File: src/rtl/inst_prefetch_buffer_pkg.sv
`default_nettype none
// ============================================================================
// Module : inst_prefetch_buffer_pkg
// Brief  : Shared widths, defaults and entry type for the prefetch buffer.
// Rev    : 1.0 - initial release
// ============================================================================
package inst_prefetch_buffer_pkg;

    localparam int unsigned XLEN             = 32;
    localparam int unsigned INST_BYTES       = 4;
    localparam int unsigned DEFAULT_DEPTH    = 4;
    localparam logic [XLEN-1:0] DEFAULT_RESET_PC = 32'h0000_0000;

    typedef struct packed {
        logic [XLEN-1:0] pc;
        logic [XLEN-1:0] inst;
    } fetch_entry_t;

    function automatic logic [XLEN-1:0] word_align(input logic [XLEN-1:0] addr);
        return addr & ~XLEN'(INST_BYTES - 1);
    endfunction

endpackage
`default_nettype wire

File: src/rtl/prefetch_fifo.sv
`default_nettype none
// ============================================================================
// Module : prefetch_fifo
// Brief  : Power-of-two FIFO of {pc, inst} entries with flush and occupancy.
// Rev    : 1.0 - initial release
// ============================================================================
module prefetch_fifo
    import inst_prefetch_buffer_pkg::*;
#(
    parameter int unsigned DEPTH = DEFAULT_DEPTH
) (
    input  logic                     clk,
    input  logic                     reset,
    input  logic                     push_i,
    input  fetch_entry_t             wdata_i,
    input  logic                     pop_i,
    input  logic                     flush_i,
    output fetch_entry_t             rdata_o,
    output logic [$clog2(DEPTH):0]   count_o,
    output logic                     empty_o
);

    localparam int unsigned c_AW = $clog2(DEPTH);
    localparam int unsigned c_CW = c_AW + 1;

    fetch_entry_t      mem_q [DEPTH];
    logic [c_AW-1:0]   wr_ptr_q, rd_ptr_q;
    logic [c_CW-1:0]   count_q;
    logic              w_full, w_empty, w_push, w_pop;

    assign w_full  = (count_q == c_CW'(DEPTH));
    assign w_empty = (count_q == '0);
    // A pop frees the slot in the same edge, so push-on-full is legal alongside it.
    assign w_push  = push_i && !flush_i && (!w_full || pop_i);
    assign w_pop   = pop_i  && !flush_i && !w_empty;

    always_ff @(posedge clk or negedge reset) begin
        if (!reset) begin
            wr_ptr_q <= '0;
            rd_ptr_q <= '0;
            count_q  <= '0;
        end else if (flush_i) begin
            wr_ptr_q <= '0;
            rd_ptr_q <= '0;
            count_q  <= '0;
        end else begin
            if (w_push) wr_ptr_q <= wr_ptr_q + c_AW'(1);
            if (w_pop)  rd_ptr_q <= rd_ptr_q + c_AW'(1);
            count_q <= count_q + c_CW'(w_push) - c_CW'(w_pop);
        end
    end

    always_ff @(posedge clk) begin
        if (w_push) mem_q[wr_ptr_q] <= wdata_i;
    end

    // Storage is not reset; the head reads as zero whenever nothing is queued.
    assign rdata_o = w_empty ? '0 : mem_q[rd_ptr_q];
    assign count_o = count_q;
    assign empty_o = w_empty;

endmodule
`default_nettype wire

File: src/rtl/inst_prefetch_buffer.sv
`default_nettype none
// ============================================================================
// Module : inst_prefetch_buffer
// Brief  : Credit-based instruction prefetcher with redirect flush and drop.
// Rev    : 1.0 - initial release
// ============================================================================
module inst_prefetch_buffer
    import inst_prefetch_buffer_pkg::*;
#(
    parameter int unsigned     DEPTH    = DEFAULT_DEPTH,
    parameter logic [XLEN-1:0] RESET_PC = DEFAULT_RESET_PC
) (
    input  logic             clk,
    input  logic             reset,
    output logic             imem_req_valid,
    output logic [XLEN-1:0]  imem_req_addr,
    input  logic             imem_req_ready,
    input  logic             imem_rsp_valid,
    input  logic [XLEN-1:0]  imem_rsp_data,
    input  logic             redirect_valid,
    input  logic [XLEN-1:0]  redirect_pc,
    output logic             out_valid,
    output logic [XLEN-1:0]  out_inst,
    output logic [XLEN-1:0]  out_pc,
    input  logic             out_ready
);

    localparam int unsigned c_CW = $clog2(DEPTH) + 1;

    logic [XLEN-1:0] fetch_pc_q, fetch_pc_d;
    logic [XLEN-1:0] rsp_pc_q, rsp_pc_d;
    logic [c_CW-1:0] outstanding_q, outstanding_d;
    logic [c_CW-1:0] drop_cnt_q, drop_cnt_d;

    logic [c_CW-1:0] w_count;
    logic            w_fifo_empty;
    logic            w_credit, w_req_fire, w_rsp_fire, w_dropping;
    logic            w_push, w_pop;
    logic [XLEN-1:0] w_redirect_pc;
    fetch_entry_t    w_head, w_push_entry;

    // Every outstanding request owns a FIFO slot, so the FIFO cannot overflow.
    assign w_credit       = ({1'b0, w_count} + {1'b0, outstanding_q}) < (c_CW+1)'(DEPTH);
    assign imem_req_valid = reset && w_credit && !redirect_valid;
    assign imem_req_addr  = fetch_pc_q;

    assign w_req_fire    = imem_req_valid && imem_req_ready;
    assign w_rsp_fire    = imem_rsp_valid && (outstanding_q != '0);
    assign w_dropping    = (drop_cnt_q != '0);
    assign w_push        = w_rsp_fire && !w_dropping && !redirect_valid;
    assign w_pop         = out_valid && out_ready && !redirect_valid;
    assign w_redirect_pc = word_align(redirect_pc);

    assign w_push_entry.pc   = rsp_pc_q;
    assign w_push_entry.inst = imem_rsp_data;

    always_comb begin
        fetch_pc_d    = fetch_pc_q;
        rsp_pc_d      = rsp_pc_q;
        drop_cnt_d    = drop_cnt_q;
        outstanding_d = outstanding_q + c_CW'(w_req_fire) - c_CW'(w_rsp_fire);

        if (redirect_valid) begin
            fetch_pc_d = w_redirect_pc;
            rsp_pc_d   = w_redirect_pc;
            // Everything still in flight now belongs to the abandoned path.
            drop_cnt_d = outstanding_q - c_CW'(w_rsp_fire);
        end else begin
            if (w_req_fire)               fetch_pc_d = fetch_pc_q + XLEN'(INST_BYTES);
            if (w_push)                   rsp_pc_d   = rsp_pc_q + XLEN'(INST_BYTES);
            if (w_rsp_fire && w_dropping) drop_cnt_d = drop_cnt_q - c_CW'(1);
        end
    end

    always_ff @(posedge clk or negedge reset) begin
        if (!reset) begin
            fetch_pc_q    <= RESET_PC;
            rsp_pc_q      <= RESET_PC;
            outstanding_q <= '0;
            drop_cnt_q    <= '0;
        end else begin
            fetch_pc_q    <= fetch_pc_d;
            rsp_pc_q      <= rsp_pc_d;
            outstanding_q <= outstanding_d;
            drop_cnt_q    <= drop_cnt_d;
        end
    end

    prefetch_fifo #(
        .DEPTH (DEPTH)
    ) u_fifo (
        .clk     (clk),
        .reset   (reset),
        .push_i  (w_push),
        .wdata_i (w_push_entry),
        .pop_i   (w_pop),
        .flush_i (redirect_valid),
        .rdata_o (w_head),
        .count_o (w_count),
        .empty_o (w_fifo_empty)
    );

    assign out_valid = !w_fifo_empty;
    assign out_inst  = w_head.inst;
    assign out_pc    = w_head.pc;

endmodule
`default_nettype wire

File: config.mk
export PLATFORM = sky130hd
export DESIGN_NAME = inst_prefetch_buffer
export DESIGN_NICKNAME = d
export VERILOG_FILES = /design/src/rtl/inst_prefetch_buffer_pkg.sv /design/src/rtl/prefetch_fifo.sv /design/src/rtl/inst_prefetch_buffer.sv
export SDC_FILE = /design/constraint.sdc
export NUM_CORES = 1
export LEC_CHECK = 0
export CELL_PAD_IN_SITES_DETAIL_PLACEMENT = 1
export CELL_PAD_IN_SITES_GLOBAL_PLACEMENT = 1
export CORE_UTILIZATION = 40
export DETAILED_ROUTE_END_ITERATION = 8
export PLACE_DENSITY = 0.69
export SYNTH_ARGS = -nofsm -noshare
export SYNTH_HDL_FRONTEND = slang
export SYNTH_SLANG_ARGS = --single-unit
File: constraint.sdc
create_clock -name clk -period 3.4 [get_ports clk]
set_clock_uncertainty 0.05 [all_clocks]
set_input_delay 0.51 -clock clk [delete_from_list [all_inputs] [get_ports clk]]
set_output_delay 0.51 -clock clk [all_outputs]
set_load 0.02 [all_outputs]
==> results.py <==
metrics = {
    "outcome": {
        "status": "finished clean",
    },
    "clock_tree": {
        "post_cts_buffers": 0,
        "path_clk_slew_ns": 0.06,
        "clock-root-buffer": "clkbuf_16",
        "cts_sinks": 321,
        "numCtsBuffers": 35,
        "cts_tree": "yes",
        "clk_path_buf_depth": 3,
        "post_cts_resized": 0,
        "htreeDepth": 2,
        "cts_hold_buf": 0,
        "insertion_delay_ns": 0.51,
    },
    "yosys": {
        "async_flop_share_pct": 22.7,
        "synth_top_family_by_area": "simple AND/OR/NAND/NOR gates",
        "synth_mux_area_share_pct": 10.9,
        "synth-compound-area-share_pct": 3.80,
        "synth_seq_cells": 321,
        "synth-edff-count": 248,
        "synth-xor-area-share_pct": 2.51,
        "synth_top_flop_cell": "edfxtp_1",
        "synthAdderAreaFrac_pct": 1.76,
        "synth_simple_gate_area_share_pct": 10.9,
        "synthCells": 863,
        "synth_warnings": 0,
        "synth_area_per_cell_sq_um": 15.8,
        "synthesis.area_sq_um": 13600,
        "synth_top_area_share_pct": 54.6,
        "synth_area_leaders": "edfxtp_1 (55%), dfrtp_1 (13%), mux4_2 (10%), and2_1 (3.4%), nand2_1 (1.6%)",
        "seq_area_frac_synth_pct": 68.0,
        "post-synth-top-area-cell": "edfxtp_1",
        "synth_cell_type_count": 56,
    },
    "global_route": {
        "grt_pass1_wl_um": 50600,
        "antenna_found_initial": 1,
        "grt_usage_pct": 18.7,
        "grt_pass1_vias": 8768,
        "grt_max_degree": 65,
        "overflow": 0,
    },
    "placement": {
        "io_buffers": 161,
        "dp_hpwl_um": 21200,
        "routabilityCongestion": 0.850,
        "placed_cells": 1460,
        "dpl_cell_area_sq_um": 15900,
    },
    "route": {
        "wl_per_cell_um": 21.1,
        "drt-pass1-iter-count": 6,
        "routed_wl_um": 32100,
        "drcViolationCount": 0,
        "viasPerCell": 5.34,
        "final_antenna_net_count": 0,
        "vias": 8129,
        "drtIter0Drc": 383,
    },
    "setup_path": {
        "cp-end-kind": "output port",
        "cp.required_ns": 2.84,
        "crit_start": "u_fifo.count_o[1]",
        "r2r-end": "outstanding_q[2]",
        "worstSetupPathType": "reg2out",
        "ff2ff_path_depth": 7,
        "crit_arrival_ns": 2.63,
        "critPathLaunchType": "register",
        "rrSetupSlack_ns": 0.76,
        "rr_startpoint": "outstanding_q[2]",
        "critPathMaxFanout": 64,
    },
    "cells_and_area": {
        "fin_util_pct": 51.0,
        "diodes": 0,
        "syn2layout_area_growth_pct": 25.5,
        "postLayoutCellArea_sq_um": 17100,
        "drive_gt1_share_pct": 15.8,
        "stdcell_count": 1523,
        "nNetsFinal": 1137,
    },
    "power": {
        "p_leak_nw": 5.80,
        "p_per_area_nw_per_um2": 710,
        "ir_drop_mv": 0.337,
    },
    "hold_path": {
        "hold_class": "in2async",
    },
    "die": {
        "dieArea_sq_um": 34800,
        "num_rows": 67,
        "core_sq_um": 33500,
        "die_h_um": 187,
        "start_util_pct": 40.6,
        "die_w_um": 187,
        "io_pins": 168,
    },
    "sta": {
        "post-route-min-period_ns": 3.19,
        "finalHoldViolations": 0,
        "setup_tns_ns": 0,
        "worst_pin_slew_ns": 0.784,
        "max_clock_freq_ghz": 0.313,
        "setup_violations": 0,
        "final_max_slew_viol_count": 0,
        "rsz0062_at_grt": "false",
        "slew_headroom_pct": 47.3,
        "min_period_over_period_pct": 93.9,
    },
    "run": {
        "drv_cap": 0,
    },
}
-- cells in the mapped netlist, drive strengths merged (2+ instances only) --
master,instances
edfxtp,248
and2,73
dfrtp,73
mux4,62
nand2,57
nand3,37
o21ai,34
nand4,33
clkbuf,26
inv,26
nor2,24
xor2,22
o211ai,19
xnor2,17
buf,16
ha,16
o311ai,11
nor3,10
and3,8
nor4,8
mux2,5
a31oi,3
and4,3
mux2i,3
nand3b,3
a21boi,2
a21oi,2
fa,2
nor2b,2
nor4b,2
o31a,2
o31ai,2
or3,2
or4,2
-- critical path, cell delays in order (launching register included) --
cell and delay [ns]:
dfrtp_1 0.45, or3_2 0.49, buf_4 0.33, and2_1 0.24, clkdlybuf4s50_1 0.58
-- stage by stage --
stage               total power, W  setup slack [ns]  hold slack [ns]
finish                      0.0121             0.208           0.0438
global route                0.0127            0.0750           0.0624
CTS                         0.0123             0.145           0.0589
detailed placement         0.00848             0.515            0.492
global placement           0.00841             0.532            0.484
floorplan                  0.00686             0.575            0.164
-- state kept, by name (all words and copies together) (netlist names) --
signal,count
rsp_pc_q,30
u_fifo.wr_ptr_q,2
imem_req_addr,30
u_fifo.rd_ptr_q,2
u_fifo.mem_q,248
drop_cnt_q,3
u_fifo.count_o,3
outstanding_q,3
-- layout make-up --
class                      instances  area, sq um
multi-input combinational        477         4090
clock buffer                      40          936
clock inverter                    23          228
tap                              448          561
sequential                       321         9280
timing repair buffer             188         1920
fill                            3239        16400
inverter                          26         97.6
-- power by group --
| group | internal, W | switching [W] |
|---|---|---|
| Clock | 0.00229 | 0.00152 |
| Sequential | 0.00449 | 0.000270 |
| Combinational | 0.00175 | 0.00183 |
-- routing by layer --
| metal | vias up | track usage (%) | share of wire (%) |
|---|---|---|---|
| li1 | 3691 | - | - |
| met1 | 4182 | 26.7 | 47 |
| met2 | 217 | 30.4 | 47 |
| met3 | 37 | 3.14 | 4.8 |
| met4 | 2 | 3.81 | 1.2 |
| met5 | - | 0 | 0.034 |
-- cells in the final DEF (no fill, tap or decap), drive strengths merged, types with 2 or more instances in the layout --
| cell | Yosys | routed |
|---|---|---|
| nor2 | 24 | 24 |
| o311ai | 11 | 11 |
| conb | 1 | 4 |
| bufinv | 0 | 4 |
| nor2b | 2 | 2 |
| or3 | 2 | 2 |
| o31a | 2 | 2 |
| ha | 16 | 16 |
| a21boi | 2 | 2 |
| clkbuf | 26 | 40 |
| buf | 16 | 29 |
| o21ai | 34 | 34 |
| nand3b | 3 | 3 |
| mux4 | 62 | 62 |
| clkinvlp | 0 | 3 |
| nor4 | 8 | 8 |
| o211ai | 19 | 19 |
| mux2i | 3 | 3 |
| inv | 26 | 27 |
| and3 | 8 | 8 |
| clkinv | 0 | 15 |
| nor4b | 2 | 2 |
| fa | 2 | 2 |
| nand4 | 33 | 33 |
| a21oi | 2 | 2 |
| clkdlybuf4s50 | 0 | 159 |
| nand2 | 57 | 57 |
| nor3 | 10 | 10 |
| mux2 | 5 | 5 |
| edfxtp | 248 | 248 |
| nand3 | 37 | 37 |
| xnor2 | 17 | 17 |
| xor2 | 22 | 22 |
| o31ai | 2 | 2 |
| a31oi | 3 | 3 |
| dfrtp | 73 | 73 |
| or4 | 2 | 2 |
| and4 | 3 | 3 |
| and2 | 73 | 73 |
-- worst max-delay path by stage --
stage                    endpoint  slack, ns  cells past startpoint
3_5_place_dp    u_fifo.count_o[2]       0.52                     10
3_3_place_gp    u_fifo.count_o[2]       0.53                     10
2_1_floorplan  u_fifo.mem_q[0][0]       0.57                      7
4_1_cts                out_pc[19]       0.14                      4
6_report               out_pc[19]       0.21                      4
5_1_grt                out_pc[19]       0.08                      4
-- kinds of logic after synthesis --
group | Yosys count
flip-flops | 321
AND/OR/NAND/NOR | 268
AO/OA/AOI/OAI | 78
multiplexers | 70
buffers and inverters | 68
XOR/XNOR | 39
adder cells (fa/ha/maj) | 18
other | 1
No activity file was read; power rests on OpenSTA's default activity.
